[src/rtl/cx_pkg.sv]
// Shared CX definitions: arbiter FSM states, status codes and datapath widths.
package cx_pkg;

    localparam int unsigned CX_DATA_W   = 32;
    localparam int unsigned CX_STATUS_W = 4;

    localparam logic [CX_STATUS_W-1:0] CX_STATUS_OK      = 4'h0;
    localparam logic [CX_STATUS_W-1:0] CX_STATUS_TIMEOUT = 4'hE;

    typedef enum logic [1:0] {
        IDLE,
        ISSUE,
        WAIT_RESP,
        DELIVER
    } cx_arb_state_e;

endpackage

[src/rtl/rr_arbiter.sv]
// Combinational round-robin pick: the first asserted request searching from
// ptr+1 with wrap-around wins.
module rr_arbiter #(
    parameter int unsigned N  = 2,
    parameter int unsigned IW = (N > 1) ? $clog2(N) : 1
) (
    input  logic [N-1:0]  req,
    input  logic [IW-1:0] ptr,
    output logic [N-1:0]  gnt,
    output logic [IW-1:0] idx,
    output logic          any_valid
);

    // Scan the N positions after ptr and keep the first requester found.
    always_comb begin
        int unsigned cand;
        gnt       = '0;
        idx       = '0;
        any_valid = 1'b0;
        cand      = 0;
        for (int unsigned k = 1; k <= N; k++) begin
            cand = (32'(ptr) + k) % N;
            if (!any_valid && req[cand]) begin
                any_valid = 1'b1;
                idx       = IW'(cand);
                gnt[cand] = 1'b1;
            end
        end
    end

endmodule

[src/rtl/cx_req_arbiter.sv]
// Round-robin arbiter sharing one CX switch port among N_REQ requesters with
// a single transaction in flight, response routing and a response timeout.
module cx_req_arbiter
    import cx_pkg::*;
#(
    parameter int unsigned N_REQ   = 2,
    parameter int unsigned TIMEOUT = 256
) (
    input  logic                         clk,
    input  logic                         rst,
    input  logic [N_REQ-1:0]             req_valid,
    output logic [N_REQ-1:0]             req_ready,
    input  logic [2*N_REQ-1:0]           req_cxu_id,
    input  logic [2*N_REQ-1:0]           req_state_id,
    input  logic [CX_DATA_W*N_REQ-1:0]   req_data0,
    input  logic [CX_DATA_W*N_REQ-1:0]   req_data1,
    output logic [N_REQ-1:0]             resp_valid,
    input  logic [N_REQ-1:0]             resp_ready,
    output logic [CX_DATA_W-1:0]         resp_data,
    output logic [CX_STATUS_W-1:0]       resp_status,
    output logic                         ds_req_valid,
    input  logic                         ds_req_ready,
    output logic [1:0]                   ds_cxu_id,
    output logic [1:0]                   ds_state_id,
    output logic [CX_DATA_W-1:0]         ds_data0,
    output logic [CX_DATA_W-1:0]         ds_data1,
    input  logic                         ds_resp_valid,
    output logic                         ds_resp_ready,
    input  logic [CX_DATA_W-1:0]         ds_resp_data,
    input  logic [CX_STATUS_W-1:0]       ds_resp_status,
    output logic [$clog2(N_REQ)-1:0]     grant_id,
    output logic                         stray_resp
);

    localparam int unsigned   IW       = $clog2(N_REQ);
    localparam int unsigned   TW       = (TIMEOUT > 0) ? $clog2(TIMEOUT + 1) : 1;
    localparam logic [TW-1:0] TMO_LAST = (TIMEOUT > 0) ? TW'(TIMEOUT - 1) : '0;

    cx_arb_state_e    state;
    logic [IW-1:0]    rr_ptr;
    logic [TW-1:0]    timer;
    logic [N_REQ-1:0] win_gnt;
    logic [IW-1:0]    win_idx;
    logic             win_any;

    rr_arbiter #(
        .N  (N_REQ),
        .IW (IW)
    ) u_rr_arbiter (
        .req       (req_valid),
        .ptr       (rr_ptr),
        .gnt       (win_gnt),
        .idx       (win_idx),
        .any_valid (win_any)
    );

    // Accept the winner combinationally in IDLE; nothing is accepted in reset.
    always_comb begin
        req_ready = '0;
        if (rst && state == IDLE) begin
            req_ready = win_gnt;
        end
    end

    // Drain the switch response channel everywhere except while delivering.
    always_comb begin
        ds_resp_ready = rst && (state != DELIVER);
    end

    // Transaction FSM; the response registers double as the delivery latches
    // so resp_data/resp_status read zero outside DELIVER.
    always_ff @(posedge clk) begin
        if (!rst) begin
            state        <= IDLE;
            rr_ptr       <= IW'(N_REQ - 1);
            timer        <= '0;
            grant_id     <= '0;
            ds_req_valid <= 1'b0;
            ds_cxu_id    <= '0;
            ds_state_id  <= '0;
            ds_data0     <= '0;
            ds_data1     <= '0;
            resp_valid   <= '0;
            resp_data    <= '0;
            resp_status  <= CX_STATUS_OK;
            stray_resp   <= 1'b0;
        end else begin
            stray_resp <= ds_resp_valid && (state == IDLE || state == ISSUE);
            unique case (state)
                IDLE: begin
                    if (win_any) begin
                        ds_cxu_id    <= req_cxu_id[2*win_idx +: 2];
                        ds_state_id  <= req_state_id[2*win_idx +: 2];
                        ds_data0     <= req_data0[CX_DATA_W*win_idx +: CX_DATA_W];
                        ds_data1     <= req_data1[CX_DATA_W*win_idx +: CX_DATA_W];
                        grant_id     <= win_idx;
                        ds_req_valid <= 1'b1;
                        state        <= ISSUE;
                    end
                end
                ISSUE: begin
                    if (ds_req_ready) begin
                        ds_req_valid <= 1'b0;
                        timer        <= '0;
                        state        <= WAIT_RESP;
                    end
                end
                WAIT_RESP: begin
                    // A response in the timeout cycle takes priority.
                    if (ds_resp_valid) begin
                        resp_data   <= ds_resp_data;
                        resp_status <= ds_resp_status;
                        resp_valid  <= N_REQ'(1) << grant_id;
                        state       <= DELIVER;
                    end else if (TIMEOUT != 0 && timer == TMO_LAST) begin
                        resp_data   <= '0;
                        resp_status <= CX_STATUS_TIMEOUT;
                        resp_valid  <= N_REQ'(1) << grant_id;
                        state       <= DELIVER;
                    end else if (timer != '1) begin
                        timer <= timer + 1'b1;
                    end
                end
                DELIVER: begin
                    if (resp_ready[grant_id]) begin
                        resp_valid  <= '0;
                        resp_data   <= '0;
                        resp_status <= CX_STATUS_OK;
                        rr_ptr      <= grant_id;
                        state       <= IDLE;
                    end
                end
                default: state <= IDLE;
            endcase
        end
    end

endmodule
[config.mk]
export PLATFORM = sky130hd
export DESIGN_NAME = cx_req_arbiter
export DESIGN_NICKNAME = d
export VERILOG_FILES = /design/src/rtl/cx_pkg.sv /design/src/rtl/rr_arbiter.sv /design/src/rtl/cx_req_arbiter.sv
export SDC_FILE = /design/constraint.sdc
export NUM_CORES = 1
export LEC_CHECK = 0
export ABC_AREA = 0
export BUFFER_PORTS_ARGS = -buffer_cell sky130_fd_sc_hd__buf_4
export CORE_MARGIN = 10
export CORE_UTILIZATION = 29
export DETAILED_ROUTE_END_ITERATION = 10
export PLACE_DENSITY = 0.63
export SLEW_MARGIN = 10
export SYNTH_ARGS = -nofsm -noshare
export SYNTH_HDL_FRONTEND = slang
export SYNTH_SLANG_ARGS = --single-unit
[constraint.sdc]
create_clock -name clk -period 2.2 [get_ports clk]
set_input_delay 0.33 -clock clk [delete_from_list [all_inputs] [get_ports clk]]
set_output_delay 0.33 -clock clk [all_outputs]
set_load 0.005 [all_outputs]
=== Yosys cells after proc, flatten, opt, wreduce, memory -nomap -nowiden ===
Index checks and enable logic that the tools add are counted.

* $add $sub $neg: 3
* $lt $le $gt $ge: 5
* Equality and inequality tests: 13
* Shift operators: 5
* Multiplexer cells: 42
* Bitwise logic cells: 1
* Reduce and logical (&&, ||, !) cells: 18

{| class="wikitable"
|+ Operators with widths
! operator !! number
|-
| variable part select 64 x 7 -> 32 bit || 2
|-
| two-way mux 32 bit || 3
|-
| one-hot mux 32 bit (2 select lines) || 1
|-
| two-way mux 9 bit || 4
|-
| two-way mux 2 bit || 10
|-
| one-hot mux 9 bit (2 select lines) || 1
|-
| two-way mux 1 bit || 14
|-
| two-way mux 4 bit || 3
|-
| != test 2 bit (second input constant) || 6
|-
| adder 9 x 1 -> 9 bit (second input constant) || 1
|-
| equality test 9 x 8 -> 1 bit (second input constant) || 1
|-
| != test 9 bit (second input constant) || 1
|-
| one-hot mux 2 bit (4 select lines) || 1
|-
| one-hot mux 4 bit (2 select lines) || 1
|-
| variable part select 4 x 3 -> 2 bit || 2
|-
| logical AND 1 bit || 6
|-
| < comparator 1 x 2 -> 1 bit (second input constant) || 3
|-
| AND reduction 3 bit || 2
|-
| nonzero test 2 bit || 3
|-
| AND reduction 5 bit || 1
|-
| equality test 2 bit (second input constant) || 2
|-
| one-hot mux 2 bit (2 select lines) || 1
|-
| AND reduction 2 bit || 2
|-
| AND reduction 4 bit || 1
|-
| other kinds (12) || 15
|}

* Bits in registers: 121
* Input port bits: 180
* Output and inout port bits: 112
* Logic and storage cells: 100

=== Logic depth before layout (Yosys ltp) ===
Gate-level depths: netlist of run 1.

* Depth after elaboration: 9
* Mapped depth: 10
* Depth with buffers taken out: 8

=== Hierarchy ===
A second synthesis of run 1 with hierarchy kept.

* Cells, all modules: 570
* Area total of the unflattened synthesis: 5371.4 um2

{| class="wikitable"
|+ Modules (own cells, without submodules)
! module !! instances !! cells an instance !! area each (um2) !! seq. area each (um2)
|-
| cx_req_arbiter || 1 || 565 || 5338.9 || 2422.3
|-
| rr_arbiter || 1 || 5 || 32.5 || 0.0
|}

=== Worst setup path before layout of run 1 ===
Ideal clock, no wire load.

* Kind: reg-to-reg
* From: register timer[0]
* To: register resp_data[0]
* Setup time: 0.117 ns
* Arrival time: 1.778 ns
* Required time: 2.083 ns
* Slack: 0.305 ns
* Cell stages (with the launch flop): 11
* Path buffers: 2
* Clock period less this slack: 1.895 ns
* Cells stage by stage: dfxtp_1 ha_1 nand3_1 nor2_1 ha_1 nor3b_2 a211oi_4 nor2b_2 buf_6 buf_6 a22o_1

* Word-level cells in the longest chain between the ends: 3

{| class="wikitable"
|+ RTL lines
! element !! RTL line !! text
|-
| start: declaration || cx_req_arbiter.sv:41 || <nowiki>logic [TW-1:0] timer;</nowiki>
|-
| start signal: assignment || cx_req_arbiter.sv:121 || <nowiki>timer <= timer + 1'b1;</nowiki>
|-
| equality test 9 x 8 -> 1 bit || cx_req_arbiter.sv:115 || <nowiki>end else if (TIMEOUT != 0 && timer == TMO_LAST) begin</nowiki>
|-
| != test 3 bit (no line) || -- ||
|-
| AND reduction 3 bit (no line) || -- ||
|-
| end signal: assignment || cx_req_arbiter.sv:111 || <nowiki>resp_data <= ds_resp_data;</nowiki>
|-
| end: declaration || cx_req_arbiter.sv:19 || <nowiki>output logic [CX_DATA_W-1:0] resp_data,</nowiki>
|}

No other way between the ends.
A chain may end at the register's enable or synchronous reset.

=== Worst setup path after layout of run 1 ===
* From: register timer[0]
* To: register resp_data[6]

The elaborated chain is that of the path after synthesis.

==> key figures, run 1 <==
Yosys
  – Cell Area, Synth: 0.00519 sq mm
  – Avg Inst Size Synth: about 10 sq um
  – Number of flops mapped to enable cells by yosys: 0
  – Main flop type after synthesis: dfxtp_1
  – Top post-synthesis cells by area: dfxtp_1 (47%), mux2i_1 (14%), o211a_1 (13%), nand2_1 (5.6%), a22o_1 (5.4%)
  – Area leader, netlist: dfxtp_1
  – Syn. warnings: 0
  – Net Count, Synth: between 600 and 700
  – Post-synth top area share: 46.6%
  – Top-count cell post-synth: dfxtp_1
  – Synth top cells by count: dfxtp_1 (121), nand2_1 (78), mux2i_1 (71)
  – Synth Instances: 503
  – Ys async rst share: 0%
  – Post-synthesis sequential area ratio: a little under half
  – Synth cell types: 35
  – Seq cells post-synth: around 120

Timing
  – Min Hold Slack: 134 ps
  – Slew @ Worst Pin: ~650 ps
  – Fmax: 501 MHz
  – Min Tclk post-route: ~2000 ps
  – Final Setup Violations: 0
  – Final Hold Viols: 0
  – Slew HR: 56.4%
  – Unrepaired setup endpoints after global routing: no
  – Setup_tns: 0 ps
  – Crit share post-route: between 90% and 100%
  – Fin. max-slew vios: 0
  – Layout Skew: 5.24 ps
  – Setup ws final: a little over 200 ps

Critical path
  – WP data arrival: 2290 ps
  – Crit start category: flop
  – Slowest-stage cell, CP: dfxtp_1
  – Crit path required time: 2490 ps
  – Worst path max stage delay: 370 ps
  – Critical path cell sequence: ha_1 > nand3_1 > nor2_1 > ha_1 > nor3b_2 > a211oi_4 > nor2b_2 > buf_6 > a22o_1
  – Crit-path max FO: 32
  – CP Buf/Inv Count: 1
  – Crit path max-delay family: compound AO/OA/AOI/OAI gates
  – Setup crit end kind: flop
  – R2r setup slk: 200 ps
  – CP Class: reg -> reg
  – Most frequent CP cell: ha_1

Place
  – Dpl hpwl: approximately 14 mm
  – IO buf count: slightly below 300
  – Dpl cells: between 900 and 1k
  – GPL Wtd Cong: 0.793
  – Pre-CTS worst setup slack: 108 ps

Global route
  – Initial antenna violation count: 0
  – First-pass GRT wire length: 26.4 mm
  – Vias in the first global route: 5049
  – Pin count of the biggest net entering global routing: between 40 and 50
  – GR Util All Layers: 13.8%
  – Total congestion overflow: 0

Clock tree
  – CTS Buf Count: 17
  – Worst-path clk slew: 60 ps
  – CTS tree: done
  – Worst skew pair latency: 400 ps
  – CTS sink cnt: between 100 and 150
  – Root buffer cell: clkbuf_16
  – Worst-case clock buffer depth: 2
  – Htree depth: 4

Die
  – Core area: 0.0174 sq mm
  – Die area: around 0.024 sq mm
  – Initial Utilization: around 30%
  – Rows: 48
  – Die Wd: between 150 and 200 um
  – Ports: 292
  – Die height: roughly 150 um

Power and ir drop
  – Cell Pwr Density: 1130 mW/mm^2
  – Clock share of power: between 30 and 40%
  – Pleak: 4.39 nW
  – Psw: ~2.8 mW
  – Sw Ratio: about 30%
  – Combinational Power Share: 33.6%
  – Worst VDD drop: between 0.0004 and 0.0005 V
  – P_int: between 6 and 7 mW
  – Overall Power: between 9 and 10 mW
  – Register share of total power: between 30% and 40%

Final layout
  – Layout area overhead: 60.2%
  – Nets: between 900 and 1k
  – Final std cells w/o fill: between 1k and 1.5k
  – Antenna diodes: 0
  – Share of layout cells above drive strength 1: roughly 43%

Routing
  – Via-per-instance ratio: ~4.7
  – Final wirelength: between 15 and 20 mm
  – DRC: 0
  – Wire length per cell: 16.8 um
  – Final ANT Viol Nets: 0
  – Routed vias: 4781
  – DR iter-0 viols: between 150 and 200
  – TritonRoute pass-1 iters: 5

Flow run
  – Max cap viols: 0

Min path
  – Hold/Removal Path Class: in -> reg

Run status
  – Status: completed
-- cell type report --
cell class | count | area, sq um
Clock inverter | 11 | 195
Timing Repair Buffer | 311 | 2400
Clock buffer | 20 | 447
Sequential cell | 121 | 2420
Multi-Input combinational cell | 334 | 2550
Inverter | 6 | 22.5
Fill cell | 1663 | 9090
Tap cell | 225 | 282
-- metal layers --
metal / vias to the layer above / share of wire [%] / global-route usage [%]
met5: - / 0 / 0
met4: 0 / 1.2 / 4.54
met3: 16 / 10 / 6.67
met2: 208 / 45 / 21.8
met1: 2161 / 43 / 15.9
li1: 2396 / - / -
-- what timing repair did --
action / CTS / global route
buffers inserted: 0 / 2
hold buffers: 0 / 0
endpoints found under the setup margin: 0 / 33
resized for setup: 0 / 2
-- placed cells by master (no fill, tap or decap), types with 3 or more instances in the layout --
cell and n:
a21oi_1 12, dfxtp_1 121, inv_1 6, bufinv_16 5
clkinvlp_4 3, mux2i_1 71, o21ai_1 5, nand3_1 5
buf_12 5, nand2_1 78, xnor2_1 7, buf_4 305
o211a_1 69, a22o_1 32, ha_1 8, nor2_1 17
clkbuf_16 17, nor2b_1 4, o21ai_0 3
-- power groups by stage --
stage / clock network [mW] / logic, mW / registers, mW
2_1_floorplan: 0 / 1.42 / 3.25
3_3_place_gp: 0 / 3.20 / 3.22
3_5_place_dp: 0 / 3.21 / 3.24
4_1_cts: 3.11 / 3.22 / 3.20
5_1_grt: 3.20 / 3.49 / 3.29
6_report: 3.04 / 3.15 / 3.20
-- registers in the layout, summed over array words and instances, names as in the netlist, 2 cells and up --
signal and flops:
state 2, ds_data0 32, ds_state_id 2, resp_valid 2, timer 9, resp_data 32, ds_data1 32, ds_cxu_id 2
resp_status 4
-- through the flow --
step / util [%] / cell area, sq um
after floorplan: - / 5190
after global placement: 44.0 / 7660
after detailed placement: 44.0 / 7660
after CTS: 47.7 / 8300
after global routing: 47.8 / 8320
final: 47.8 / 8320
-- logic make-up (layout without fill, tap and decap cells) --
| kind of cell | Yosys count | count (layout) | synth area share, % |
|---|---|---|---|
| mux | 71 | 71 | 13.7 |
| simple gates | 118 | 118 | 9.66 |
| flops | 121 | 121 | 46.6 |
| compound gates | 130 | 130 | 22.3 |
| buf+inv | 48 | 348 | 4.67 |
| xor+xnor | 7 | 7 | 1.18 |
| fa+ha+maj | 8 | 8 | 1.93 |
-- final timing paths --
path | from | to | cells after the start
min reg2reg | ds_req_valid$_SDFFE_PN0P_ | ds_req_valid$_SDFFE_PN0P_ | 2
max | timer[0]$_SDFFE_PN0P_ | resp_data[6]$_SDFFE_PN0P_ | 9
max reg2reg | timer[0]$_SDFFE_PN0P_ | resp_data[6]$_SDFFE_PN0P_ | 9
min | ds_resp_data[24] | resp_data[24]$_SDFFE_PN0P_ | 2
Note: power is estimated with default switching activity, not from simulation.
==> inputs of run 2 (changes only) <==
Settings changed: BUFFER_PORTS_ARGS -buffer_cell sky130_fd_sc_hd__buf_4 to -buffer_cell sky130_fd_sc_hd__buf_2, CORE_UTILIZATION 29 to 44, PLACE_DENSITY 0.63 to 0.87.
==> run 2 against run 1 <==
Compared with the run above:
- fmax shrank 2.2%
- routed wire length shrank 2.6%
- critical endpoint is now resp_data[8]$_SDFFE_PN0P_
- critical path depth did not move
- first-iteration DRC count is 14% lower
- sequential share of layout area grew 3.9 points
- clock skew increased by 6.7 ps
- worst setup slack lost 44 ps
- core utilization up 16 points
- global-route usage grew 5.1 points
- total power is 11% lower
==> key figures, run 2 (synthesis gave the netlist of run 1 again) <==
Die
  – Die Wd: 129 um
  – Ports: a little under 300
  – Die area: roughly 0.017 sq mm
  – Rows: 39
  – Core area: approximately 0.011 sq mm
  – Die height: around 130 um
  – Initial Utilization: 45.3%

Routing
  – Routed vias: between 4k and 5k
  – DRC: 0
  – Wire length per cell: 17.8 um
  – Via-per-instance ratio: 5.22
  – DR iter-0 viols: ~160
  – TritonRoute pass-1 iters: 6
  – Final wirelength: approximately 17 mm
  – Final ANT Viol Nets: 0

Power and ir drop
  – Worst VDD drop: between 0.0008 and 0.0009 V
  – Clock share of power: about 30%
  – Sw Ratio: 32.3%
  – Pleak: 4.15 nW
  – Psw: ~2.7 mW
  – Cell Pwr Density: between 1000 and 1500 mW/mm^2
  – Register share of total power: a little under two fifths
  – Combinational Power Share: between 30% and 40%
  – P_int: around 5.7 mW
  – Overall Power: between 8 and 9 mW

Critical path
  – CP Class: reg -> reg
  – Worst path max stage delay: ~380 ps
  – Crit path required time: about 2500 ps
  – Crit-path max FO: 32
  – Slowest-stage cell, CP: dfxtp_1
  – Setup crit end kind: flop
  – Crit start category: flop
  – Critical path cell sequence: ha_2 > nand3_1 > nor2_2 > ha_1 > nor3b_2 > a211oi_4 > nor2b_2 > buf_6 > a22o_1
  – WP data arrival: ~2300 ps

Global route
  – First-pass GRT wire length: 25.3 mm
  – Initial antenna violation count: 2
  – Vias in the first global route: ~5k
  – Pin count of the biggest net entering global routing: 68
  – GR Util All Layers: roughly a fifth
  – Total congestion overflow: 0

Clock tree
  – CTS sink cnt: 121
  – Root buffer cell: clkbuf_16
  – CTS tree: done
  – Worst-case clock buffer depth: 2
  – Worst skew pair latency: between 400 and 500 ps
  – Worst-path clk slew: around 50 ps
  – CTS Buf Count: 17
  – Htree depth: 4

Timing
  – Setup ws final: 159 ps
  – Min Tclk post-route: between 2000 and 2500 ps
  – Fin. max-slew vios: 0
  – Final Hold Viols: 0
  – Unrepaired setup endpoints after global routing: no
  – Slew @ Worst Pin: around 610 ps
  – Crit share post-route: roughly 90%
  – Slew HR: about three fifths
  – Final Setup Violations: 0
  – Min Hold Slack: ~130 ps
  – Fmax: about 490 MHz
  – Layout Skew: 11.9 ps
  – Setup_tns: 0 ps

Final layout
  – Share of layout cells above drive strength 1: between 40% and 50%
  – Final core occ: 64.0%
  – Top flop regs: ds_data0: 32 flops, ds_data1: 32 flops, resp_data: 32 flops
  – Nets: just under 1k
  – Most common cell after layout, fill and taps aside: buf_2
  – Final Cell Area: roughly 0.0073 sq mm
  – FILL cells: 899
  – Final std cells w/o fill: 943
  – Antenna diodes: 0
  – Layout area overhead: 41.4%
  – Commonest non-fill, non-tap cells in the layout: buf_2 (291), dfxtp_1 (121), nand2_1 (78)

Run status
  – Status: completed

Place
  – Dpl cells: 910
  – Pre-CTS worst setup slack: between 100 and 150 ps
  – DP Area: around 0.0068 sq mm
  – IO buf count: roughly 290
  – GPL Wtd Cong: between 0.8 and 0.9
  – Dpl hpwl: approximately 13 mm

Min path
  – Hold/Removal Path Class: in -> reg

Flow run
  – Max cap viols: 0
run 2: changes by cell type in the layout (fill, tap and decap cells not counted), moves of 2 or more:
cell	before	now
buf_4	305	12
clkinv_2	1	7
buf_2	0	291
bufinv_16	5	1
buf_12	5	3
run 2: power by group through the flow:
stage	Combinational [mW]	Clock, mW	Sequential (mW)
finish	2.67	2.54	3.19
global route	2.95	2.69	3.26
CTS	2.71	2.58	3.19
detailed placement	2.69	0	3.21
global placement	2.63	0	3.19
floorplan	1.42	0	3.25
run 2: metal layers:
layer	share of wire [%]	global-route usage, %	vias up	wire length [um]
li1	-	-	2389	-
met5	0.048	0	-	8
met2	49	33.1	217	8310
met1	38	19.2	2300	6360
met4	0.68	4.72	2	114
met3	12	10.2	12	2000
run 2: cell type report:
class / instances / area [sq um] / share of cell area (%)
multi-input cells: 334 / 2550 / 34.8
clock buffers: 19 / 443 / 6.03
clock inverters: 13 / 105 / 1.43
repair buffers: 307 / 1620 / 22.0
inverters: 6 / 22.5 / 0.307
well taps: 143 / 179 / 2.44
flip-flops and latches: 121 / 2420 / 33.0
run 2: path summary, 6_finish.rpt:
kind	from	depth (start not counted)	to	slack [ps]
max	timer[0]$_SDFFE_PN0P_	9	resp_data[8]$_SDFFE_PN0P_	160
min	ds_resp_data[5]	2	resp_data[5]$_SDFFE_PN0P_	130
max reg2reg	timer[0]$_SDFFE_PN0P_	9	resp_data[8]$_SDFFE_PN0P_	160
min reg2reg	resp_data[31]$_SDFFE_PN0P_	2	resp_data[31]$_SDFFE_PN0P_	460
run 2: timing repair:
| action | 4_1_cts | 5_1_grt |
|---|---|---|
| hold buffers | 0 | 0 |
| endpoints found under the hold margin | 0 | 0 |
| resized for setup | 0 | 4 |
| setup endpoints to repair | 0 | 32 |
| buffers inserted | 0 | 1 |
run 2: critical path: cells and delay by family (launching register included):
family | cells | cell delay, ps
flops | 1 | 380
simple gates | 4 | 370
fa+ha+maj | 2 | 420
buf+inv | 1 | 190
compound gates | 2 | 550
==> inputs of run 3 (changes only) <==
Settings changed: CORE_UTILIZATION 44 to 45, PLACE_DENSITY 0.87 to 0.88, SYNTH_HIERARCHICAL from default to 1.
==> run 3 against run 2 <==
Compared with the run above:
- first-iteration DRC count up 110%
- clock skew down 7.5 ps
- critical path depth shrank 1
- hold slack improved by 4.9 ps
- via count up 6.5%
- combinational power is 7% higher
- count of clock-buffer cells in the layout did not move
- core utilization increased by 2.3 points
- sequential cell count is the same
- non-clock buffer count grew 3
- critical path type unchanged
- largest cell class unchanged
==> key figures, run 3 <==
Clock tree
  – CTS Buf Count: 17
  – CTS Hold Bufs: 0
  – Worst-case clock buffer depth: 2
  – Htree depth: 4
  – CTS sink cnt: between 100 and 150
  – Root buffer cell: clkbuf_16
  – CTS tree: done
  – Worst-path clk slew: 50 ps
  – Worst skew pair latency: just over 400 ps

Yosys
  – Mux cell area share after synthesis: around 14%
  – Avg Inst Size Synth: approximately 9.4 sq um
  – Post-synthesis sequential area ratio: 45.1%
  – Post-synth top area share: between 40% and 50%
  – Synth Area in Simple Gates: between 10% and 20%
  – Synth Area in Compound Gates: between 15 and 20%
  – Net Count, Synth: ~760
  – Top-count cell post-synth: dfxtp_1
  – Syn. warnings: 6
  – Top post-synthesis cells by area: dfxtp_1 (45%), mux2i_1 (13%), o211a_1 (13%), nand2_1 (7.8%), nand3_1 (3.4%)
  – Main flop type after synthesis: dfxtp_1
  – Synth Instances: 570
  – Area leader, netlist: dfxtp_1
  – Number of flops mapped to enable cells by yosys: 0
  – Synth Area in Adders: under 10%
  – Cell Area, Synth: between 0.005 and 0.006 sq mm
  – Seq cells post-synth: 121
  – Xor/xnor share of the synthesized area: 1.14%
  – Synth cell types: 38
  – Ys async rst share: 0%
  – Synth top cells by count: dfxtp_1 (121), nand2_1 (111), mux2i_1 (72)
  – Largest family of logic cells by synthesized area: compound AO/OA/AOI/OAI gates

Critical path
  – CP Class: reg -> reg
  – Setup crit end kind: flop
  – Crit-path max FO: 8
  – Crit path required time: ~2500 ps
  – WP data arrival: around 2400 ps
  – Crit start category: flop

Final layout
  – Final std cells w/o fill: between 1k and 1.5k
  – Share of layout cells above drive strength 1: 40.3%
  – Layout area overhead: 42.8%
  – Nets: approximately 1.0k
  – Register area: around 0.0024 sq mm
  – Final core occ: roughly 66%
  – Most common cell after layout, fill and taps aside: buf_2
  – Commonest non-fill, non-tap cells in the layout: buf_2 (290), dfxtp_1 (121), nand2_1 (111)
  – Multi-input logic area: between 0.002 and 0.003 sq mm
  – Top flop regs: ds_data0: 32 flops, ds_data1: 32 flops, resp_data: 32 flops
  – FILL cells: 947

Die
  – Core area: 0.0116 sq mm
  – Die Wd: between 100 and 150 um
  – Die height: between 100 and 150 um
  – Rows: 39
  – Ports: 292
  – Die area: around 0.017 sq mm
  – Initial Utilization: between 40 and 50%

Global route
  – GR Util met2: a little over a third
  – Vias in the first global route: 5186
  – GRT met1 Usage: 19.6%
  – Initial antenna violation count: 1
  – First-pass GRT wire length: approximately 26 mm
  – Global-route track usage on met3: around 7.6%
  – Total congestion overflow: 0
  – Pin count of the biggest net entering global routing: 70
  – GR Util All Layers: 19.2%
  – Global route hottest layer: met2

Timing
  – Min Hold Slack: approximately 140 ps
  – Fin. max-slew vios: 0
  – Final Setup Violations: 0
  – Slew HR: between 50% and 60%
  – Final Hold Viols: 0
  – Fmax: 478 MHz
  – Slew @ Worst Pin: between 600 and 700 ps
  – Min Tclk post-route: 2090 ps
  – Crit share post-route: a little over nine tenths
  – Layout Skew: 4.41 ps

Routing
  – Routed vias: 5241
  – DRC: 0
  – Final ANT Viol Nets: 0
  – Via-per-instance ratio: a little over 5
  – TritonRoute pass-1 iters: 4
  – DR iter-0 viols: roughly 330
  – Final wirelength: around 18 mm
  – Wire length per cell: approximately 17 um

Power and ir drop
  – Worst VDD drop: ~0.00075 V
  – Cell Pwr Density: 1180 mW/mm^2
  – Pleak: about 4.2 nW

Place
  – Dpl cells: 972
  – GPL Wtd Cong: 0.846
  – IO buf count: 291
  – Dpl hpwl: roughly 13 mm

Run status
  – Status: completed

Flow run
  – Max cap viols: 0

Min path
  – Hold/Removal Path Class: in -> reg
[run 3: kinds of logic after synthesis]
family	Yosys count
and+or+nand+nor	179
DFF	121
adders and majority gates	8
xor gates and xnor gates	7
AOI/OAI and AO/OA	128
muxes	73
buffers and inverters	54
[run 3: per-layer routing]
layer | vias up | wire [um]
met5 | - | 0
met3 | 16 | 1570
li1 | 2592 | -
met2 | 201 | 9190
met1 | 2432 | 6560
met4 | 0 | 204
[run 3: cell type report]
class | count | share of cell area, %
diodes | 1 | 0.0326
clock buffers | 19 | 5.78
clock inverters | 13 | 2.61
inverters | 7 | 0.343
multi-input cells | 395 | 35.6
flip-flops and latches | 121 | 31.6
well taps | 143 | 2.33
repair buffers | 310 | 21.7
[run 3: through the flow]
| step | total power [mW] | setup WS, ps | cell area [sq um] | setup TNS [ps] |
|---|---|---|---|---|
| final | 9.05 | 106 | 7670 | 0 |
| after global routing | 9.58 | -35.6 | 7670 | -38.1 |
| after CTS | 9.04 | 51.9 | 7610 | 0 |
| after detailed placement | 6.00 | 147 | 6970 | 0 |
| after global placement | 5.91 | 219 | 6970 | 0 |
| after floorplan | 4.75 | 300 | 5370 | 0 |
[run 3: timing repair]
action / CTS / global route
endpoints found under the setup margin: 0 / 30
resized for setup: 0 / 4
buffers inserted: 0 / 2
[run 3: worst paths after layout]
path	start	to	slack (ps)	depth (start not counted)
worst min-delay path	ds_resp_data[30]	resp_data[30]$_SDFFE_PN0P_	140	3
worst max-delay path	timer[0]$_SDFFE_PN0P_	timer[6]$_SDFFE_PN0P_	110	8
worst min register to register	resp_data[11]$_SDFFE_PN0P_	resp_data[11]$_SDFFE_PN0P_	440	2
worst max register to register	timer[0]$_SDFFE_PN0P_	timer[6]$_SDFFE_PN0P_	110	8
[run 3: power by group]
part	leakage, nW	internal, mW	switching (mW)
combinational	2.92	1.33	1.51
clock	0.305	2.03	0.984
sequential	0.995	2.84	0.346
[run 3: worst max-delay path, cell delays in order (launching register included)]
cell     delay, ps
dfxtp_1        340
ha_1           240
nand3_1         90
nor2_1          50
ha_1           230
o31a_1         420
nor4_1         370
xnor2_1        160
nor2_1          50
